[src/rtl/fb_scan_reader_pkg.sv]
// Shared types and constants for the frame-buffer scan reader.
// Holds the FSM encoding, pixel width and default frame geometry.
package fb_scan_reader_pkg;

   typedef enum logic [1:0] {
      S_IDLE = 2'd0,
      S_REQ  = 2'd1,
      S_WAIT = 2'd2
   } state_e;

   localparam int PIX_W           = 16;
   localparam int H_ACTIVE        = 640;
   localparam int V_ACTIVE        = 480;
   localparam int FRAME_WORDS_DEF = H_ACTIVE * V_ACTIVE;

endpackage

[src/rtl/fb_scan_reader_fifo.sv]
// First-word-fall-through FIFO: head word is visible while not empty.
// Ports: clk_i, rst_ni, flush_i, push_i/push_data_i, pop_i/pop_data_o,
// fill_o (word count), empty_o. Output data reads 0 when empty.
module fb_fwft_fifo
   import fb_scan_reader_pkg::*;
#(
   parameter int WIDTH = PIX_W,
   parameter int DEPTH = 32
) (
   input  logic             clk_i,
   input  logic             rst_ni,
   input  logic             flush_i,
   input  logic             push_i,
   input  logic [WIDTH-1:0] push_data_i,
   input  logic             pop_i,
   output logic [WIDTH-1:0] pop_data_o,
   output logic [$clog2(DEPTH):0] fill_o,
   output logic             empty_o
);

   localparam int AW = $clog2(DEPTH);
   localparam logic [AW:0] ONE = (AW+1)'(1);

   logic [WIDTH-1:0] mem_q [DEPTH];
   logic [AW:0]      wptr_q, wptr_d;
   logic [AW:0]      rptr_q, rptr_d;
   logic             full, do_push, do_pop;

   // Extra pointer MSB separates full from empty at equal indices.
   assign full = (wptr_q[AW] != rptr_q[AW]) &&
                 (wptr_q[AW-1:0] == rptr_q[AW-1:0]);
   assign empty_o = (wptr_q == rptr_q);
   assign fill_o  = wptr_q - rptr_q;

   // A push into a full FIFO is dropped.
   assign do_push = push_i && !full && !flush_i;
   assign do_pop  = pop_i && !empty_o && !flush_i;

   always_comb begin
      wptr_d = wptr_q;
      rptr_d = rptr_q;
      if (flush_i) begin
         wptr_d = '0;
         rptr_d = '0;
      end else begin
         if (do_push) wptr_d = wptr_q + ONE;
         if (do_pop)  rptr_d = rptr_q + ONE;
      end
   end

   always_ff @(posedge clk_i or negedge rst_ni) begin
      if (!rst_ni) begin
         wptr_q <= '0;
         rptr_q <= '0;
      end else begin
         wptr_q <= wptr_d;
         rptr_q <= rptr_d;
      end
   end

   always_ff @(posedge clk_i) begin
      if (do_push) mem_q[wptr_q[AW-1:0]] <= push_data_i;
   end

   assign pop_data_o = empty_o ? '0 : mem_q[rptr_q[AW-1:0]];

endmodule

[src/rtl/fb_scan_reader.sv]
// Frame-buffer scan reader: burst reads from SDRAM into a FWFT FIFO.
// Ports: iCLK/iRESETn, iFRAME_START, oRD_REQ/oRD_ADDR/iRD_GNT,
// iRD_DATA/iRD_DATA_VALID, iPIX_REQ, oPIX_DATA/oPIX_VALID, oUNDERFLOW.
module fb_scan_reader
   import fb_scan_reader_pkg::*;
#(
   parameter int ADDR_W      = 22,
   parameter int BASE_ADDR   = 0,
   parameter int FRAME_WORDS = FRAME_WORDS_DEF,
   parameter int BURST       = 8,
   parameter int DEPTH       = 32
) (
   input  logic              iCLK,
   input  logic              iRESETn,
   input  logic              iFRAME_START,
   output logic              oRD_REQ,
   output logic [ADDR_W-1:0] oRD_ADDR,
   input  logic              iRD_GNT,
   input  logic [PIX_W-1:0]  iRD_DATA,
   input  logic              iRD_DATA_VALID,
   input  logic              iPIX_REQ,
   output logic [PIX_W-1:0]  oPIX_DATA,
   output logic              oPIX_VALID,
   output logic              oUNDERFLOW
);

   localparam int AW = $clog2(DEPTH);
   localparam int CW = AW + 1;

   localparam logic [ADDR_W-1:0] BASE_A = ADDR_W'(BASE_ADDR);
   localparam logic [ADDR_W-1:0] LAST_A =
      ADDR_W'(BASE_ADDR + FRAME_WORDS - BURST);
   localparam logic [ADDR_W-1:0] STEP_A = ADDR_W'(BURST);
   localparam logic [CW-1:0]     BURST_C = CW'(BURST);
   localparam logic [CW-1:0]     ONE_C   = CW'(1);
   localparam logic [CW:0]       START_LIM = (CW+1)'(DEPTH - BURST);

   state_e            state_q, state_d;
   logic [ADDR_W-1:0] addr_q, addr_d;
   logic [CW-1:0]     outst_q, outst_d;
   logic [CW-1:0]     drain_q, drain_d;
   logic              unf_q, unf_d;

   logic [CW-1:0]     fill;
   logic [CW:0]       used;
   logic              empty, grant, in_flight, push, start_ok;

   // Granted-but-unreturned words count as occupied space.
   assign used     = {1'b0, fill} + {1'b0, outst_q};
   assign start_ok = (used <= START_LIM);
   assign grant    = (state_q == S_REQ) && iRD_GNT;

   // Valid pulses with nothing outstanding (e.g. after reset) are ignored.
   assign in_flight = iRD_DATA_VALID && (outst_q != '0);
   assign push = in_flight && (drain_q == '0) && !iFRAME_START;

   always_comb begin
      addr_d  = addr_q;
      outst_d = outst_q;
      drain_d = drain_q;
      unf_d   = unf_q;

      if (grant) begin
         addr_d  = (addr_q == LAST_A) ? BASE_A : addr_q + STEP_A;
         outst_d = outst_d + BURST_C;
      end
      if (in_flight) outst_d = outst_d - ONE_C;
      if (in_flight && (drain_q != '0)) drain_d = drain_q - ONE_C;
      if (iPIX_REQ && empty) unf_d = 1'b1;

      // Everything still in flight after this cycle belongs to the old frame.
      if (iFRAME_START) begin
         addr_d  = BASE_A;
         drain_d = outst_d;
         unf_d   = 1'b0;
      end
   end

   always_comb begin
      state_d = state_q;
      unique case (state_q)
         S_IDLE: begin
            if (start_ok && (drain_q == '0) && !iFRAME_START)
               state_d = S_REQ;
         end
         S_REQ: begin
            if (grant)             state_d = S_WAIT;
            else if (iFRAME_START) state_d = S_IDLE;
         end
         S_WAIT: begin
            if (outst_d == '0) state_d = S_IDLE;
         end
         default: state_d = S_IDLE;
      endcase
   end

   always_ff @(posedge iCLK or negedge iRESETn) begin
      if (!iRESETn) begin
         state_q <= S_IDLE;
         addr_q  <= BASE_A;
         outst_q <= '0;
         drain_q <= '0;
         unf_q   <= 1'b0;
      end else begin
         state_q <= state_d;
         addr_q  <= addr_d;
         outst_q <= outst_d;
         drain_q <= drain_d;
         unf_q   <= unf_d;
      end
   end

   fb_fwft_fifo #(
      .WIDTH (PIX_W),
      .DEPTH (DEPTH)
   ) u_fifo (
      .clk_i       (iCLK),
      .rst_ni      (iRESETn),
      .flush_i     (iFRAME_START),
      .push_i      (push),
      .push_data_i (iRD_DATA),
      .pop_i       (iPIX_REQ),
      .pop_data_o  (oPIX_DATA),
      .fill_o      (fill),
      .empty_o     (empty)
   );

   assign oRD_REQ    = (state_q == S_REQ);
   assign oRD_ADDR   = addr_q;
   assign oPIX_VALID = !empty;
   assign oUNDERFLOW = unf_q;

endmodule

[config.mk]
export PLATFORM = sky130hd
export DESIGN_NAME = fb_scan_reader
export DESIGN_NICKNAME = d
export VERILOG_FILES = /design/src/rtl/fb_scan_reader_pkg.sv /design/src/rtl/fb_scan_reader_fifo.sv /design/src/rtl/fb_scan_reader.sv
export SDC_FILE = /design/constraint.sdc
export NUM_CORES = 1
export LEC_CHECK = 0
export ABC_CLOCK_PERIOD_IN_PS = 3400
export BUFFER_PORTS_ARGS = -buffer_cell sky130_fd_sc_hd__buf_4
export CAP_MARGIN = 30
export CORE_ASPECT_RATIO = 1.25
export CORE_MARGIN = 2
export CORE_UTILIZATION = 30
export DETAILED_ROUTE_END_ITERATION = 8
export PLACE_DENSITY = 0.42
export SYNTH_ARGS = -nofsm -noshare
export SYNTH_HDL_FRONTEND = slang
export SYNTH_SLANG_ARGS = --single-unit
[constraint.sdc]
create_clock -name iCLK -period 3.4 [get_ports iCLK]
set_input_delay 0.51 -clock iCLK [delete_from_list [all_inputs] [get_ports iCLK]]
set_output_delay 0.51 -clock iCLK [all_outputs]
set_load 0.02 [all_outputs]
Word level (Yosys, flattened, before mapping)
Memory sizes are Yosys's and may differ from the RTL's.
Index checks and enable logic that the tools add are counted.
Widths: inputs -> output; s select.
{"block": "word_totals", "regBits": 49, "latchBits": 0, "ramBits": 512, "rom_bits": 0, "in_bits": 22, "output_inout_bits": 41, "elab_cells": 74, "mem_count": 1}
{"memory": "u_fifo.mem_q", "depth": 32, "word_bits": 16, "rd": 1, "rd_clocked_by_memory_dff": 0, "write_ports": 1, "line": "fb_scan_reader_fifo.sv:24", "source": "logic [WIDTH-1:0] mem_q [DEPTH];"}
{"block": "classes", "n_addsub": 8, "n_mul": 0, "n_div": 0, "n_lt_le_gt_ge": 1, "eq_ne": 9, "n_shift": 0, "mux": 21, "bitwise_logic": 0, "reduce_logical": 27}
{"operator": "$mux 22", "n": 3}
{"operator": "$mux 6", "n": 8}
{"operator": "$add 22x4->22 const B", "n": 1}
{"operator": "$eq 22x19->1 const B", "n": 1}
{"operator": "$mux 16", "n": 1}
{"operator": "$logic_and 1x1->1", "n": 13}
{"operator": "$add 6x1->6 const B", "n": 2}
{"operator": "$logic_not 6->1", "n": 2}
{"operator": "$reduce_bool 6->1", "n": 2}
{"operator": "$sub 6x1->6 const B", "n": 2}
{"operator": "$reduce_bool 2->1", "n": 5}
{"operator": "$mux 2", "n": 4}
{"operator": "$add 6x6->7", "n": 1}
{"operator": "$le 7x5->1 const B", "n": 1}
{"operator": "$add 6x4->6 const B", "n": 1}
{"operator": "$eq 6x6->1", "n": 1}
{"operator": "$pmux 2 s3", "n": 1}
{"operator": "$sub 6x6->6", "n": 1}
{"operator": "$eq 5x5->1", "n": 1}
{"operator": "$mux 1", "n": 4}
{"operator": "$ne 2x2->1 const B", "n": 2}
{"operator": "$logic_not 1->1", "n": 3}
{"operator": "$ne 3x2->1 const B", "n": 1}
{"operator": "$reduce_and 3->1", "n": 1}
{"operator": "4 further kinds", "n": 4}

Logic depth before layout (Yosys ltp)
{"block": "logic_depth", "depth_word": 8, "depth_mapped": 15, "depth_no_buf": 14}

Modules after synthesis
From an unflattened synthesis, not the netlist that was laid out.
{"block": "hier_totals", "cells_unflattened": 1389, "hier_area_um2": 23266.1}
{"module": "fb_fwft_fifo", "n_inst": 1, "cells_each": 1115, "area_per_inst_um2": 20808.7, "seq_area_each_um2": 15675.0}
{"module": "fb_scan_reader", "n_inst": 1, "cells_each": 274, "area_per_inst_um2": 2457.4, "seq_area_each_um2": 850.8}

Worst setup path before layout
No wires, ideal clock.
{"block": "synth_timing", "path_kind": "register -> register", "startpoint": "register u_fifo.rptr_q[1]", "endpoint": "memory u_fifo.mem_q[31][0] (netlist name), enable pin", "setup_time_ns": 0.388, "arrival_time_ns": 2.883, "t_required_ns": 3.012, "path_slack_ns": 0.129, "path_stages_with_launch": 12, "path_buffers": 5, "period_less_slack_ns": 3.271, "path_cell_list": "dfrtp_1 buf_2 buf_2 buf_1 inv_1 ha_1 nand2_1 o211a_1 buf_4 nand2_1 buf_2 nor2_1"}
{"block": "synth_between", "elab_chain_len": 7}
{"element": "from (decl)", "line": "fb_scan_reader_fifo.sv:26", "source": "logic [AW:0] rptr_q, rptr_d;"}
{"element": "from (signal assigned)", "line": "fb_scan_reader_fifo.sv:57", "source": "rptr_q <= rptr_d;"}
{"element": "$eq 5x5->1", "line": "fb_scan_reader_fifo.sv:31", "source": "(wptr_q[AW-1:0] == rptr_q[AW-1:0]);"}
{"element": "$logic_and 1x1->1", "line": "fb_scan_reader_fifo.sv:30", "source": "assign full = (wptr_q[AW] != rptr_q[AW]) &&"}
{"element": "$logic_not 1->1", "line": "fb_scan_reader_fifo.sv:36", "source": "assign do_push = push_i && !full && !flush_i;"}
{"element": "$logic_and 1x1->1 (2 in series)", "line": "fb_scan_reader_fifo.sv:36"}
{"element": "$mux 1", "line": "fb_scan_reader_fifo.sv:62", "source": "if (do_push) mem_q[wptr_q[AW-1:0]] <= push_data_i;"}
{"element": "$mux 1 (implied by the code)", "line": "fb_scan_reader_fifo.sv:62"}
{"element": "to (decl)", "line": "fb_scan_reader_fifo.sv:24"}
Every way passes these cells.

Worst setup path in the final report
{"block": "layout_timing", "startpoint": "register u_fifo.rptr_q[0]", "endpoint": "output port oPIX_DATA[4]"}
{"block": "layout_between", "elab_chain_len": 2, "elab_cells_between_ends": 3, "classes_between": "eq/ne: 1; mux: 1; memory: 1"}
{"element": "$mem_v2 32x16 or $eq 6x6->1 (tied branches)"}
{"element": "$mux 16 (*)", "line": "fb_scan_reader_fifo.sv:65", "source": "assign pop_data_o = empty_o ? '0 : mem_q[rptr_q[AW-1:0]];"}
{"element": "to (decl)", "line": "fb_scan_reader.sv:22", "source": "output logic [PIX_W-1:0] oPIX_DATA,"}
Mark *: on every way between the ends. The rest lies on a longest branch, timed or not.

==> out/qor.log <==
INFO  status         status=finished, final reports clean
INFO  global_routing grt_pass1_wl=90.02mm
INFO  die            core_area=0.07361sqmm
INFO  sta            period_minus_slack=3.374ns
INFO  global_routing grt_overflow_total=0
INFO  critical_path  timing.critical_path.fanout_max=11
INFO  power_and_ir_drop total_leakage_power=0.009074uW
INFO  clocking       clock_tree.root_cell=sky130_fd_sc_hd__clkbuf_16
INFO  critical_path  cp.arrival=2.86ns
INFO  clocking       clock_tree_from_tritoncts=built
INFO  yosys          dominantRegCellSynth=sky130_fd_sc_hd__edfxtp_1
INFO  clocking       cts.sinks=558
INFO  global_routing grt_antenna_before_repair=1
INFO  critical_path  slowest_stage=sky130_fd_sc_hd__mux4_2
INFO  sta            clock.fmax=0.2964GHz
INFO  critical_path  worstPathRequired=2.89ns
INFO  critical_path  critPathMaxStageDelay=0.50ns
INFO  yosys          synth_enable_flop_cells=512
INFO  yosys          syn_area_per_cell=19.38squm
INFO  clocking       total_cts_buffers=56
INFO  critical_path  start_kind=flop
INFO  die            pin_count=63
INFO  global_routing maximum_number_of_pins_on_one_net_before_global_route_repair=51
INFO  clocking       worst_setup_hold_path_clk_slew=0.06ns
INFO  detailed_routing detail_route.wl_per_cell=26.19microns
INFO  finish         finalNetCount=1404
INFO  die            core.rowCount=111
INFO  yosys          synth_unique_cells=57
INFO  placement      dp.final_hpwl=36.66mm
INFO  die            die_area=0.07677sqmm
INFO  detailed_routing route.final.wire_length=61.99mm
INFO  detailed_routing vias=11790
INFO  yosys          yosysWarnings=0
INFO  finish         drive_above_1_share=0.3711
INFO  flow_run       drv_cap=0
INFO  global_routing first_global_vias=12510
INFO  sta            timing.clock.skew=0.01676ns
INFO  critical_path  critical_path_class=reg2out
INFO  placement      port_buffers=59
INFO  critical_path  endpoint_kind=primary output
INFO  detailed_routing post-route-drc-count=0
INFO  sta            timing.max_slew.rel_slack=0.4433
INFO  yosys          synthArstFlopShare=0.08244
INFO  power_and_ir_drop ir_worst_vdd=378.6uV
INFO  die            die_w=248.2microns
INFO  yosys          flip_flop_and_latch_count_after_synthesis=558
INFO  sta            grt_setup_unrepaired=yes
INFO  sta            setup_viol=0
INFO  sta            fin_ws=0.02595ns
INFO  sta            hold_violations=0
INFO  detailed_routing route.detailed.vias_per_inst=4.983
INFO  finish         flow.area_growth_from_synthesis=25.49%
INFO  sta            period_share=0.9924
INFO  critical_path  crit_path_cell_trace=buf_12 -> buf_16 -> mux4_2 -> a22o_1 -> a221oi_1 -> buf_4 -> o22ai_4 -> buf_6
INFO  clocking       clock_path_buffers=3
INFO  die            starting_density_of_the_core=0.3038
INFO  clocking       clkLatencyLatePin=0.60ns
INFO  detailed_routing violation_count_after_the_first_detailed_routing_iteration=970
INFO  placement      gp_congestion=0.8157
INFO  yosys          seq_area_frac_synth=0.7389
INFO  placement      post-place-ws=0.2756ns
INFO  detailed_routing dr.pass1.iters=5
INFO  die            die_h=309.3microns
INFO  sta            slew_viol_final=0
INFO  clocking       cts_max_level=2
INFO  finish         instances_no_fill=2367
INFO  placement      placed_cells_incl_taps=2214
INFO  global_routing global_route.usage.total=0.1647
INFO  sta            worst_pin_slew=0.8350ns
INFO  hold_path      hold_class=in2reg
INFO  yosys          netlist_area=0.02237sqmm
INFO  yosys          synthesis.instances=1154
INFO  detailed_routing remaining_number_of_nets_flagged_by_the_antenna_check_after_routing=0
INFO  power_and_ir_drop power_density=570.6mW/mm^2
## stage by stage
stage / util / instance area, sq um / hold slack, ns / power, uW / setup TNS, ns
detailed placement: 0.3378 / 24860 / 0.4946 / 9452 / 0
finish: 0.3813 / 28070 / 0.1758 / 16010 / 0
floorplan: - / 22370 / 0.2144 / 8861 / 0
global route: 0.3812 / 28060 / 0.1631 / 16630 / -0.3754
CTS: 0.3774 / 27780 / 0.1292 / 16170 / -1.234
global placement: 0.3378 / 24860 / 0.4817 / 9440 / 0
## placed cells by master (no fill, tap or decap), types with 20 or more instances in the layout
| master | synthesis | final |
|---|---|---|
| sky130_fd_sc_hd__a221oi_2 | 0 | 25 |
| sky130_fd_sc_hd__o21ai_0 | 23 | 23 |
| sky130_fd_sc_hd__buf_4 | 11 | 137 |
| sky130_fd_sc_hd__ha_1 | 21 | 21 |
| sky130_fd_sc_hd__buf_12 | 0 | 29 |
| sky130_fd_sc_hd__inv_1 | 21 | 21 |
| sky130_fd_sc_hd__buf_6 | 3 | 23 |
| sky130_fd_sc_hd__nor2_2 | 0 | 33 |
| sky130_fd_sc_hd__edfxtp_1 | 512 | 512 |
| sky130_fd_sc_hd__mux4_2 | 128 | 128 |
| sky130_fd_sc_hd__nand2_1 | 31 | 29 |
| sky130_fd_sc_hd__clkbuf_16 | 0 | 59 |
| sky130_fd_sc_hd__xnor2_1 | 20 | 20 |
| sky130_fd_sc_hd__dfrtp_1 | 46 | 43 |
| sky130_fd_sc_hd__nor2_1 | 74 | 38 |
| sky130_fd_sc_hd__a22o_1 | 33 | 21 |
## synthesized netlist by cell type (19+ instances only)
master,n,area [sq um]
sky130_fd_sc_hd__a21oi_1,19,95.09
sky130_fd_sc_hd__a221oi_1,32,280.3
sky130_fd_sc_hd__a22o_1,33,289.0
sky130_fd_sc_hd__clkbuf_1,29,108.9
sky130_fd_sc_hd__dfrtp_1,46,1151
sky130_fd_sc_hd__edfxtp_1,512,15370
sky130_fd_sc_hd__ha_1,21,262.8
sky130_fd_sc_hd__inv_1,21,78.83
sky130_fd_sc_hd__mux4_2,128,2883
sky130_fd_sc_hd__nand2_1,31,116.4
sky130_fd_sc_hd__nor2_1,74,277.8
sky130_fd_sc_hd__o21ai_0,23,115.1
sky130_fd_sc_hd__xnor2_1,20,175.2
## final cells by class
type | instances | area [sq um]
Tap cell | 960 | 1201
Sequential cell | 558 | 16530
Fill cell | 6752 | 45540
Clock inverter | 35 | 380.4
Antenna cell | 3 | 7.507
Inverter | 21 | 78.83
Multi-Input combinational cell | 519 | 6172
Timing Repair Buffer | 203 | 2223
Clock buffer | 68 | 1468
## worst max-delay path, delay by kind of cell, from the launching register on
kind            cells  cell delay, ns
buf+inv             4            0.67
compound gates      3            0.60
flops               1            0.46
mux                 1            0.50
## metal layers
layer,track usage,vias to the layer above,share of wire
li1,-,5180,-
met1,0.2152,6307,0.43
met2,0.2859,225,0.51
met3,0.02370,80,0.034
met4,0.04499,2,0.023
met5,0,-,0.00015
## cells by family after synthesis
family                     Yosys count  synth area share
adders and majority gates           23           0.01354
other                                1         0.0001677
muxes                              131            0.1302
buffers and inverters               79           0.01673
AOI/OAI and AO/OA                  144           0.04699
DFF                                558            0.7389
xor gates and xnor gates            29           0.01136
and+or+nand+nor                    189           0.04207
## worst paths after layout
kind                                  start                  end  slack (ns)  cells after the start
hold reg to reg                 oRD_ADDR[9]          oRD_ADDR[9]        0.50                      1
hold / removal                     iPIX_REQ           oUNDERFLOW        0.18                      3
min in group asynchronous           iRESETn          oRD_ADDR[8]        0.47                      2
setup reg to reg                 outst_q[1]  u_fifo.mem_q[26][7]        0.40                      9
max in group asynchronous           iRESETn     u_fifo.rptr_q[0]        2.39                      2
setup / recovery           u_fifo.rptr_q[0]         oPIX_DATA[4]        0.03                      8
## what timing repair did
item | in CTS | in global routing
gates resized for setup | 105 | 37
pin swaps | 19 | 17
gates cloned | 10 | 2
buffers inserted | 23 | 17
hold endpoints to repair | 46 | 0
setup endpoints to repair | 16 | 16
hold buffers | 1 | 0
## power breakdown
part | leakage, uW | switching, uW | internal, uW
logic | 0.00296 | 1030 | 996
registers | 0.00521 | 103 | 7580
clock network | 0.000901 | 2630 | 3670
## state kept, by name, indices dropped and copies added, names as in the netlist
register       cells
u_fifo.mem_q     512
u_fifo.rptr_q      6
state_q            2
oUNDERFLOW         1
u_fifo.wptr_q      6
outst_q            6
drain_q            6
oRD_ADDR          19
Power figures use the tool's default switching activity.
